File: config.mk
export PLATFORM = sky130hd
export DESIGN_NAME = data_mem_arbiter
export DESIGN_NICKNAME = d
export VERILOG_FILES = /design/src/rtl/data_mem_pkg.sv /design/src/rtl/rr_arb2.sv /design/src/rtl/data_mem_arbiter.sv
export SDC_FILE = /design/constraint.sdc
export NUM_CORES = 1
export LEC_CHECK = 0
export ABC_AREA = 0
export ABC_CLOCK_PERIOD_IN_PS = 1800
export BUFFER_PORTS_ARGS = -buffer_cell sky130_fd_sc_hd__buf_2
export CORE_MARGIN = 4
export CORE_UTILIZATION = 44
export CTS_CLUSTER_DIAMETER = 30
export DETAILED_ROUTE_END_ITERATION = 10
export GPL_ROUTABILITY_DRIVEN = 0
export MAX_ROUTING_LAYER = met4
export PLACE_DENSITY = 0.78
export SETUP_SLACK_MARGIN = 0.15
export SLEW_MARGIN = 0
export SYNTH_ARGS = -nofsm -noshare
export SYNTH_HDL_FRONTEND = slang
export SYNTH_SLANG_ARGS = --single-unit
File: constraint.sdc
create_clock -name clock -period 1.8 [get_ports clock]
set_input_delay 0.18 -clock clock [delete_from_list [all_inputs] [get_ports clock]]
set_output_delay 0.18 -clock clock [all_outputs]
set_load 0.02 [all_outputs]
File: src/rtl/data_mem_pkg.sv
// Shared definitions for the data memory arbiter: FSM encoding, default widths
// and the access-type encoding used on the rwN inputs.
package data_mem_pkg;

   localparam int unsigned DATA_W_DEF = 16;
   localparam int unsigned ADDR_W_DEF = 16;
   localparam int unsigned DEPTH_DEF  = 16;

   localparam logic RW_WRITE = 1'b1;
   localparam logic RW_READ  = 1'b0;

   typedef enum logic [1:0] {
      ST_IDLE   = 2'd0,
      ST_ACCESS = 2'd1,
      ST_RESP   = 2'd2
   } state_t;

endpackage

File: src/rtl/rr_arb2.sv
// Two-way round-robin arbiter. The priority bit names the preferred requester
// and flips to the loser whenever a grant is taken.
module rr_arb2 (
   input  logic       i_clk,
   input  logic       i_rst,
   input  logic [1:0] i_req,
   input  logic       i_advance,
   output logic       o_valid,
   output logic       o_grant
);

   logic r_prio;

   always_comb begin
      o_valid = i_req[0] | i_req[1];
      if (i_req[0] && i_req[1]) begin
         o_grant = r_prio;
      end else begin
         o_grant = i_req[1];
      end
   end

   always_ff @(posedge i_clk or posedge i_rst) begin
      if (i_rst) begin
         r_prio <= 1'b0;
      end else if (i_advance && o_valid) begin
         r_prio <= ~o_grant;
      end
   end

endmodule

File: src/rtl/data_mem_arbiter.sv
// Arbitrates two requesters onto a single-port data memory with an
// IDLE -> ACCESS -> RESP sequence; one access completes every three cycles.
module data_mem_arbiter
   import data_mem_pkg::*;
#(
   parameter int unsigned DATA_W = DATA_W_DEF,
   parameter int unsigned ADDR_W = ADDR_W_DEF,
   parameter int unsigned DEPTH  = DEPTH_DEF
) (
   input  logic              clock,
   input  logic              reset,
   input  logic              req0,
   input  logic              rw0,
   input  logic [ADDR_W-1:0] addr0,
   input  logic [DATA_W-1:0] wdata0,
   output logic              ack0,
   input  logic              req1,
   input  logic              rw1,
   input  logic [ADDR_W-1:0] addr1,
   input  logic [DATA_W-1:0] wdata1,
   output logic              ack1,
   output logic [DATA_W-1:0] rdata,
   output logic              err,
   output logic              busy,
   output logic [ADDR_W-1:0] mem_address,
   output logic [DATA_W-1:0] mem_wdata,
   output logic              mem_memwrite,
   output logic              mem_memread,
   input  logic [DATA_W-1:0] mem_rdata
);

   state_t            r_state;
   state_t            w_next_state;
   logic              w_valid;
   logic              w_grant;
   logic              w_advance;
   logic              w_sel_rw;
   logic              w_in_range;
   logic [ADDR_W-1:0] w_sel_addr;
   logic [DATA_W-1:0] w_sel_wdata;

   logic              r_grant;
   logic              r_oor;
   logic              r_memwrite;
   logic              r_memread;
   logic              r_err;
   logic [ADDR_W-1:0] r_address;
   logic [DATA_W-1:0] r_wdata;
   logic [DATA_W-1:0] r_rdata;

   assign w_advance = (r_state == ST_IDLE);

   rr_arb2 u_arb (
      .i_clk     (clock),
      .i_rst     (reset),
      .i_req     ({req1, req0}),
      .i_advance (w_advance),
      .o_valid   (w_valid),
      .o_grant   (w_grant)
   );

   always_comb begin
      w_sel_rw    = w_grant ? rw1    : rw0;
      w_sel_addr  = w_grant ? addr1  : addr0;
      w_sel_wdata = w_grant ? wdata1 : wdata0;
      w_in_range  = (w_sel_addr < ADDR_W'(DEPTH));
   end

   always_ff @(posedge clock or posedge reset) begin
      if (reset) begin
         r_state <= ST_IDLE;
      end else begin
         r_state <= w_next_state;
      end
   end

   always_comb begin
      w_next_state = ST_IDLE;
      case (r_state)
         ST_IDLE:   w_next_state = w_valid ? ST_ACCESS : ST_IDLE;
         ST_ACCESS: w_next_state = ST_RESP;
         ST_RESP:   w_next_state = ST_IDLE;
         default:   w_next_state = ST_IDLE;
      endcase
   end

   // Strobes are only armed for in-range addresses, so an out-of-range access
   // never touches the memory; the response registers are cleared leaving RESP.
   always_ff @(posedge clock or posedge reset) begin
      if (reset) begin
         r_grant    <= 1'b0;
         r_oor      <= 1'b0;
         r_memwrite <= 1'b0;
         r_memread  <= 1'b0;
         r_err      <= 1'b0;
         r_address  <= '0;
         r_wdata    <= '0;
         r_rdata    <= '0;
      end else begin
         case (r_state)
            ST_IDLE: begin
               if (w_valid) begin
                  r_grant    <= w_grant;
                  r_address  <= w_sel_addr;
                  r_wdata    <= w_sel_wdata;
                  r_oor      <= ~w_in_range;
                  r_memwrite <= (w_sel_rw == RW_WRITE) && w_in_range;
                  r_memread  <= (w_sel_rw == RW_READ) && w_in_range;
               end
            end
            ST_ACCESS: begin
               r_memwrite <= 1'b0;
               r_memread  <= 1'b0;
               r_rdata    <= r_memread ? mem_rdata : '0;
               r_err      <= r_oor;
            end
            ST_RESP: begin
               r_grant   <= 1'b0;
               r_oor     <= 1'b0;
               r_err     <= 1'b0;
               r_address <= '0;
               r_wdata   <= '0;
               r_rdata   <= '0;
            end
            default: begin
               r_memwrite <= 1'b0;
               r_memread  <= 1'b0;
            end
         endcase
      end
   end

   always_comb begin
      ack0         = (r_state == ST_RESP) && !r_grant;
      ack1         = (r_state == ST_RESP) && r_grant;
      rdata        = (r_state == ST_RESP) ? r_rdata : '0;
      err          = (r_state == ST_RESP) && r_err;
      busy         = (r_state != ST_IDLE);
      mem_address  = r_address;
      mem_wdata    = r_wdata;
      mem_memwrite = r_memwrite;
      mem_memread  = r_memread;
   end

endmodule

Yosys cells after proc, flatten, opt, wreduce, memory -nomap -nowiden
Cells that the tools add are included.
{"block": "totals", "out_inout_bits": 54, "register_bits": 56, "word_cells": 55, "inputBits": 86}
{"block": "classes", "order_cmp": 1, "n_bitwise": 5, "n_reduce_logical": 14, "n_eq_ne": 3, "mux": 22}
{"operator": "2-to-1 mux 16 bit", "count": 6}
{"operator": "case mux 16 bit (2 select lines)", "count": 3}
{"operator": "< comparator 16 x 5 -> 1 bit (second input constant)", "count": 1}
{"operator": "case mux 1 bit (2 select lines)", "count": 5}
{"operator": "logical AND 1 bit", "count": 7}
{"operator": "2-to-1 mux 1 bit", "count": 7}
{"operator": "nonzero test 2 bit", "count": 3}
{"operator": "NOT 1 bit", "count": 4}
{"operator": "case mux 2 bit (2 select lines)", "count": 1}
{"operator": "AND reduction 2 bit", "count": 2}
{"operator": "== test 2 x 1 -> 1 bit (second input constant)", "count": 1}
{"operator": "== test 2 bit (second input constant)", "count": 1}
{"operator": "zero test 2 bit", "count": 1}
{"operator": "!= test 2 bit (second input constant)", "count": 1}
{"operator": "zero test 1 bit", "count": 1}
{"operator": "OR 1 bit", "count": 1}

Logic depth before layout (Yosys ltp)
{"block": "logic_depth", "word_depth": 7, "ltp_mapped": 8, "depth_no_buf": 6}

Hierarchy
From an unflattened synthesis, not the netlist that was laid out.
{"block": "hier_totals", "hier_cells": 276, "hier_area_um2": 2663.8}
{"mod": "data_mem_arbiter", "n_inst": 1, "seq_area_each_um2": 1376.3, "cells_per_inst": 269, "area_each_um2": 2606.2}
{"mod": "rr_arb2", "n_inst": 1, "seq_area_each_um2": 25.0, "cells_per_inst": 7, "area_each_um2": 57.6}

Worst setup path before layout
Ideal clock, no wire load.
{"block": "synth_path", "path_kind": "reg-to-reg", "start": "register r_state[0]", "end": "register r_grant", "n_path_buf": 1, "arrival_time_ns": 1.673, "slack_ns": 0.049, "path_stages_with_launch": 8, "synth_period_minus_slack_ns": 1.751, "required_time_ns": 1.722, "setup_ns": 0.078, "cell_sequence": "dfrtp_1 -> inv_1 -> ha_1 -> inv_1 -> nor3_1 -> o21bai_1 -> clkbuf_1 -> o2bb2ai_1"}
{"block": "synth_via", "elab_chain_cells": 3, "word_cells_on_any_way": 6, "cone_classes": "eq/ne (2); mux (1); reduce/logical (3)"}
{"item": "from (decl)", "line_no": "data_mem_arbiter.sv:32", "text": "state_t r_state;"}
{"item": "from (signal assigned)", "line_no": "data_mem_arbiter.sv:73", "text": "r_state <= w_next_state;"}
{"item": "zero test 2 bit or == test 2 bit (tied branches)", "line_no": "data_mem_arbiter.sv:100", "text": "case (r_state)"}
{"item": "!= test 2 bit (no source line) or nonzero test 2 bit (tied branches)"}
{"item": "AND reduction 2 bit (no source line)"}
{"item": "to (signal assigned)", "line_no": "data_mem_arbiter.sv:103", "text": "r_grant <= w_grant;"}
{"item": "to (decl)", "line_no": "data_mem_arbiter.sv:42", "text": "logic r_grant;"}
Several ways; a longest one is shown, not always the timed one.
A chain may end at the register's enable or synchronous reset.

Worst setup path in the final report
{"block": "layout_path", "start": "register r_state[0]", "end": "output rdata[10]"}
{"block": "layout_via", "elab_chain_cells": 2}
{"item": "== test 2 bit", "line_no": "data_mem_arbiter.sv:136", "text": "rdata = (r_state == ST_RESP) ? r_rdata : '0;"}
{"item": "2-to-1 mux 16 bit", "line_no": "data_mem_arbiter.sv:136"}
{"item": "to (decl)", "line_no": "data_mem_arbiter.sv:22", "text": "output logic [DATA_W-1:0] rdata,"}
No other way between the ends.

==> metrics.md <==
| Metric | Value |
|---|---|
| Status | finished clean |
| Avg WL per Cell | 15.1 um |
| Crit path kind | reg -> out |
| CTS tree | yes |
| Yosys reg bits | 56 |
| Max-slew violations | 0 |
| Worst reg2reg endpoint | r_oor |
| Crit path cell chain | inv_2 > ha_4 > clkbuf_16 > and2_1 > buf_4 |
| Combinational share of power | around 50% |
| Reg power frac | a little over a third |
| Via/cell ratio | a little over 5 |
| Fillers | just under 500 |
| Power Density | between 1000 and 1500 nW/um2 |
| Area of the multi-input gates | about 1200 um2 |
| Synth Area in Adders | 1.40% |
| CP endpoint kind | primary output |
| Largest family of logic cells by synthesized area | compound AO/OA/AOI/OAI gates |
| Post-synth cell types | 29 |
| Initial core utilization | between 40% and 50% |
| Maximum vdd drop | between 0.0006 and 0.0007 V |
| H-tree level count | 2 |
| Share of the yosys chip area belonging to registers | roughly 52% |
| Final Power | a little over 5000 uW |
| Post-route ant nets | 0 |
| Multiplexer share of the synthesized area | 12.7% |
| CP Launch Type | register |
| CP max FO | 10 |
| Die width | 86.1 um |
| CP max stage cell | dfrtp_1 |
| Fin Hold WS | 0.0736 ns |
| Fin area | 3800 um2 |
| Unrepaired setup endpoints after global routing | true |
| First-pass GRT wire length | 11.0 mm |
| Pint | ~3100 uW |
| Worst r2r path cells | 7 |
| Critical Path End | rdata[10] |
| Detailed Place HPWL | ~5.4 mm |
| HP Class | in -> reg |
| Dpl cells | 452 |
| Vias in the first global route | between 2000 and 2500 |
| Die area | roughly 7400 um2 |
| # DRC | 0 |
| WL met3 | ~530 um |
| Final wirelength | roughly 7.1 mm |
| Gr ovfl total | 0 |
| Worst R2R Start | r_state[1] |
| Critical path buffers and inverters | 3 |
| Clock power share | between 10% and 20% |
| Post-synthesis instance area | 2680 um2 |
| Post-synthesis xor/xnor area fraction | 0% |
| Slowest stage delay, CP | 0.40 ns |
| CP top delay family | buffers and inverters |
| I/O Pins | between 100 and 150 |
| Area delta synth->final | 41.7% |
| CTS Buf Count | 5 |
| Critical path depth in cells | 5 |
| Vias post-DR | 2355 |
| Final #Nets | between 400 and 500 |
| GRT Overall Usage | roughly a fifth |
| M1 WL | 2.85 mm |
| Initial antenna violation count | 0 |
| CTS Buffer Depth | 2 |
| CTS sink cnt | 56 |
| Measured slew at the worst slew-check pin | between 0.4 and 0.5 ns |
| Syn Inst Count | ~240 |
| Slew HR | between 70% and 80% |
| Warnings from Yosys | 0 |
| Leakage Power | between 0.0015 and 0.002 uW |
| Non-filler cells, final | about 470 |
| Switch Pwr | approximately 2000 uW |
| Complex-gate fraction of the synthesized area | between 15 and 20% |
| Simple-Gate Fraction of Synth Area | 10.6% |
| Peak Freq | 612 MHz |
| Sw Ratio | 39.7% |
| Fin crit share | between 90 and 100% |
| # port buffers | approximately 140 |
| Crit path launch | r_state[0] |
| Top Metal Used | met4 |
| Ant. Diodes | 0 |
| Mean area per synthesized cell | 11.0 um2 |
| Post-Syn Nets | 332 |
| Worst-path clk slew | about 0.10 ns |
| Share of layout cells above drive strength 1 | 45.2% |
| 1st-pass router iterations | 4 |
| Clock root cell | clkbuf_8 |
| Final Critical Period | roughly 1.6 ns |
| Routed met2 length | 3.58 mm |
| Max Cap Viol | 0 |
| Crit path DAT | approximately 1.5 ns |
| Core area | around 6000 um2 |
| Rows | 28 |
| Data required, critical path | 1.62 ns |
| Endpoints failing hold | 0 |
| Setup Skew | 0.00826 ns |
| Setup violators final | 0 |
| FF-to-FF setup slack | around 0.18 ns |
| FF/Latch Area | ~1400 um2 |
| Clk_lat worst skew | ~0.3 ns |
| Placed cell areas | 3510 um2 |
| Starting DRT DRC Count | 97 |
| Die Y | 86.1 um |
| Largest net degree at the start of global routing | 39 |
## logic make-up after synthesis
kind of cell | Yosys count
adder cells (fa/ha/maj) | 3
multiplexers | 34
buffers and inverters | 38
AND/OR/NAND/NOR | 52
flip-flops | 56
AO/OA/AOI/OAI | 60
## power groups by stage
stage / clock network [uW] / logic, uW / registers [uW]
after floorplan: 0 / 1090 / 2170
after global placement: 0 / 2180 / 1820
after detailed placement: 0 / 2240 / 1820
after CTS: 821 / 2290 / 1820
after global routing: 856 / 2730 / 1870
final: 800 / 2530 / 1820
## routing by layer
metal / up-vias / GRT usage (%)
met4: 0 / 6.91
li1: 1148 / -
met3: 12 / 3.17
met2: 95 / 30.8
met1: 1100 / 23.9
met5: - / -
## worst min path at each step
stage / start / endpoint / slack [ns] / cells past startpoint
global route: mem_rdata[4] / r_rdata[4] / 0.09 / 3
detailed placement: reset / mem_wdata[7] / 0.20 / 2
global placement: reset / mem_wdata[7] / 0.19 / 2
finish: mem_rdata[0] / r_rdata[0] / 0.07 / 3
CTS: mem_rdata[4] / r_rdata[4] / 0.07 / 3
floorplan: mem_rdata[0] / r_rdata[0] / 0.30 / 2
## per-stage QoR
step | setup WS [ns] | setup TNS [ns] | utilization (%)
final | 0.166 | 0 | 64.2
after global routing | 0.0921 | 0 | 64.2
after global placement | 0.108 | 0 | 59.2
after detailed placement | -0.0348 | -0.113 | 59.2
after CTS | 0.146 | 0 | 61.7
after floorplan | 0.173 | 0 | -
## layout make-up
| cell class | instances | area share (%) |
|---|---|---|
| clock buffers | 6 | 1.91 |
| clock inverters | 2 | 0.921 |
| inverters | 22 | 2.17 |
| multi-input cells | 149 | 31.3 |
| flip-flops and latches | 56 | 36.8 |
| well taps | 75 | 2.47 |
| repair buffers | 157 | 24.3 |
## state kept, by name, indices dropped and copies added (netlist names)
| signal | flops |
|---|---|
| mem_memread | 1 |
| mem_wdata | 16 |
| u_arb.r_prio | 1 |
| mem_memwrite | 1 |
| r_state | 2 |
| r_err | 1 |
| r_oor | 1 |
| r_rdata | 16 |
| r_grant | 1 |
| mem_address | 16 |
## tightest hold or removal path: cells and delay by family
family	cells	cell delay (ns)
buffers and inverters	1	0.08
AOI/OAI and AO/OA	1	0.06
and+or+nand+nor	1	0.03
## cells in the final DEF (no fill, tap or decap), types with 2 or more instances in the layout
cell type,netlist,routed
buf_2,4,125
dfrtp_1,56,56
mux2i_1,33,33
o2bb2ai_1,33,33
buf_4,0,24
inv_1,22,20
nand2_1,18,18
o21ai_0,18,18
and2_1,18,18
clkbuf_8,0,5
or4_1,4,4
buf_6,0,4
nor2_1,4,3
o31ai_1,2,2
inv_2,0,2
ha_4,0,2
buf_12,0,2
## synthesized netlist by cell type (all sizes together)
cell      n  area, um2
inv      22       82.6
mux2i    33        330
nor4      1       6.26
o2bb2ai  33        289
a2111oi   1       27.5
a22o      1       8.76
o31ai     2       15.0
nand2    19       73.8
nor2b     1       6.26
clkbuf   12       45.0
o21ai    18       90.1
ha        3       37.5
buf       4       20.0
dfrtp    56       1400
mux2      1       11.3
nand2b    1       6.26
o21bai    1       7.51
or2       1       6.26
nor3      1       5.00
a21oi     1       5.00
a31oi     1       6.26
nor2      4       15.0
and2     18        113
a41oi     1       16.3
o22ai     1       6.26
or4       5       41.3
or2b      1       11.3
## repair_timing
action / CTS / global route
pin swaps: 0 / 0
hold endpoints to repair: 18 / 0
hold buffers: 1 / 0
setup buffers: 0 / 4
endpoints found under the setup margin: 71 / 69
resized for setup: 8 / 25
cloned: 0 / 2
No activity file was read; power rests on OpenSTA's default activity.
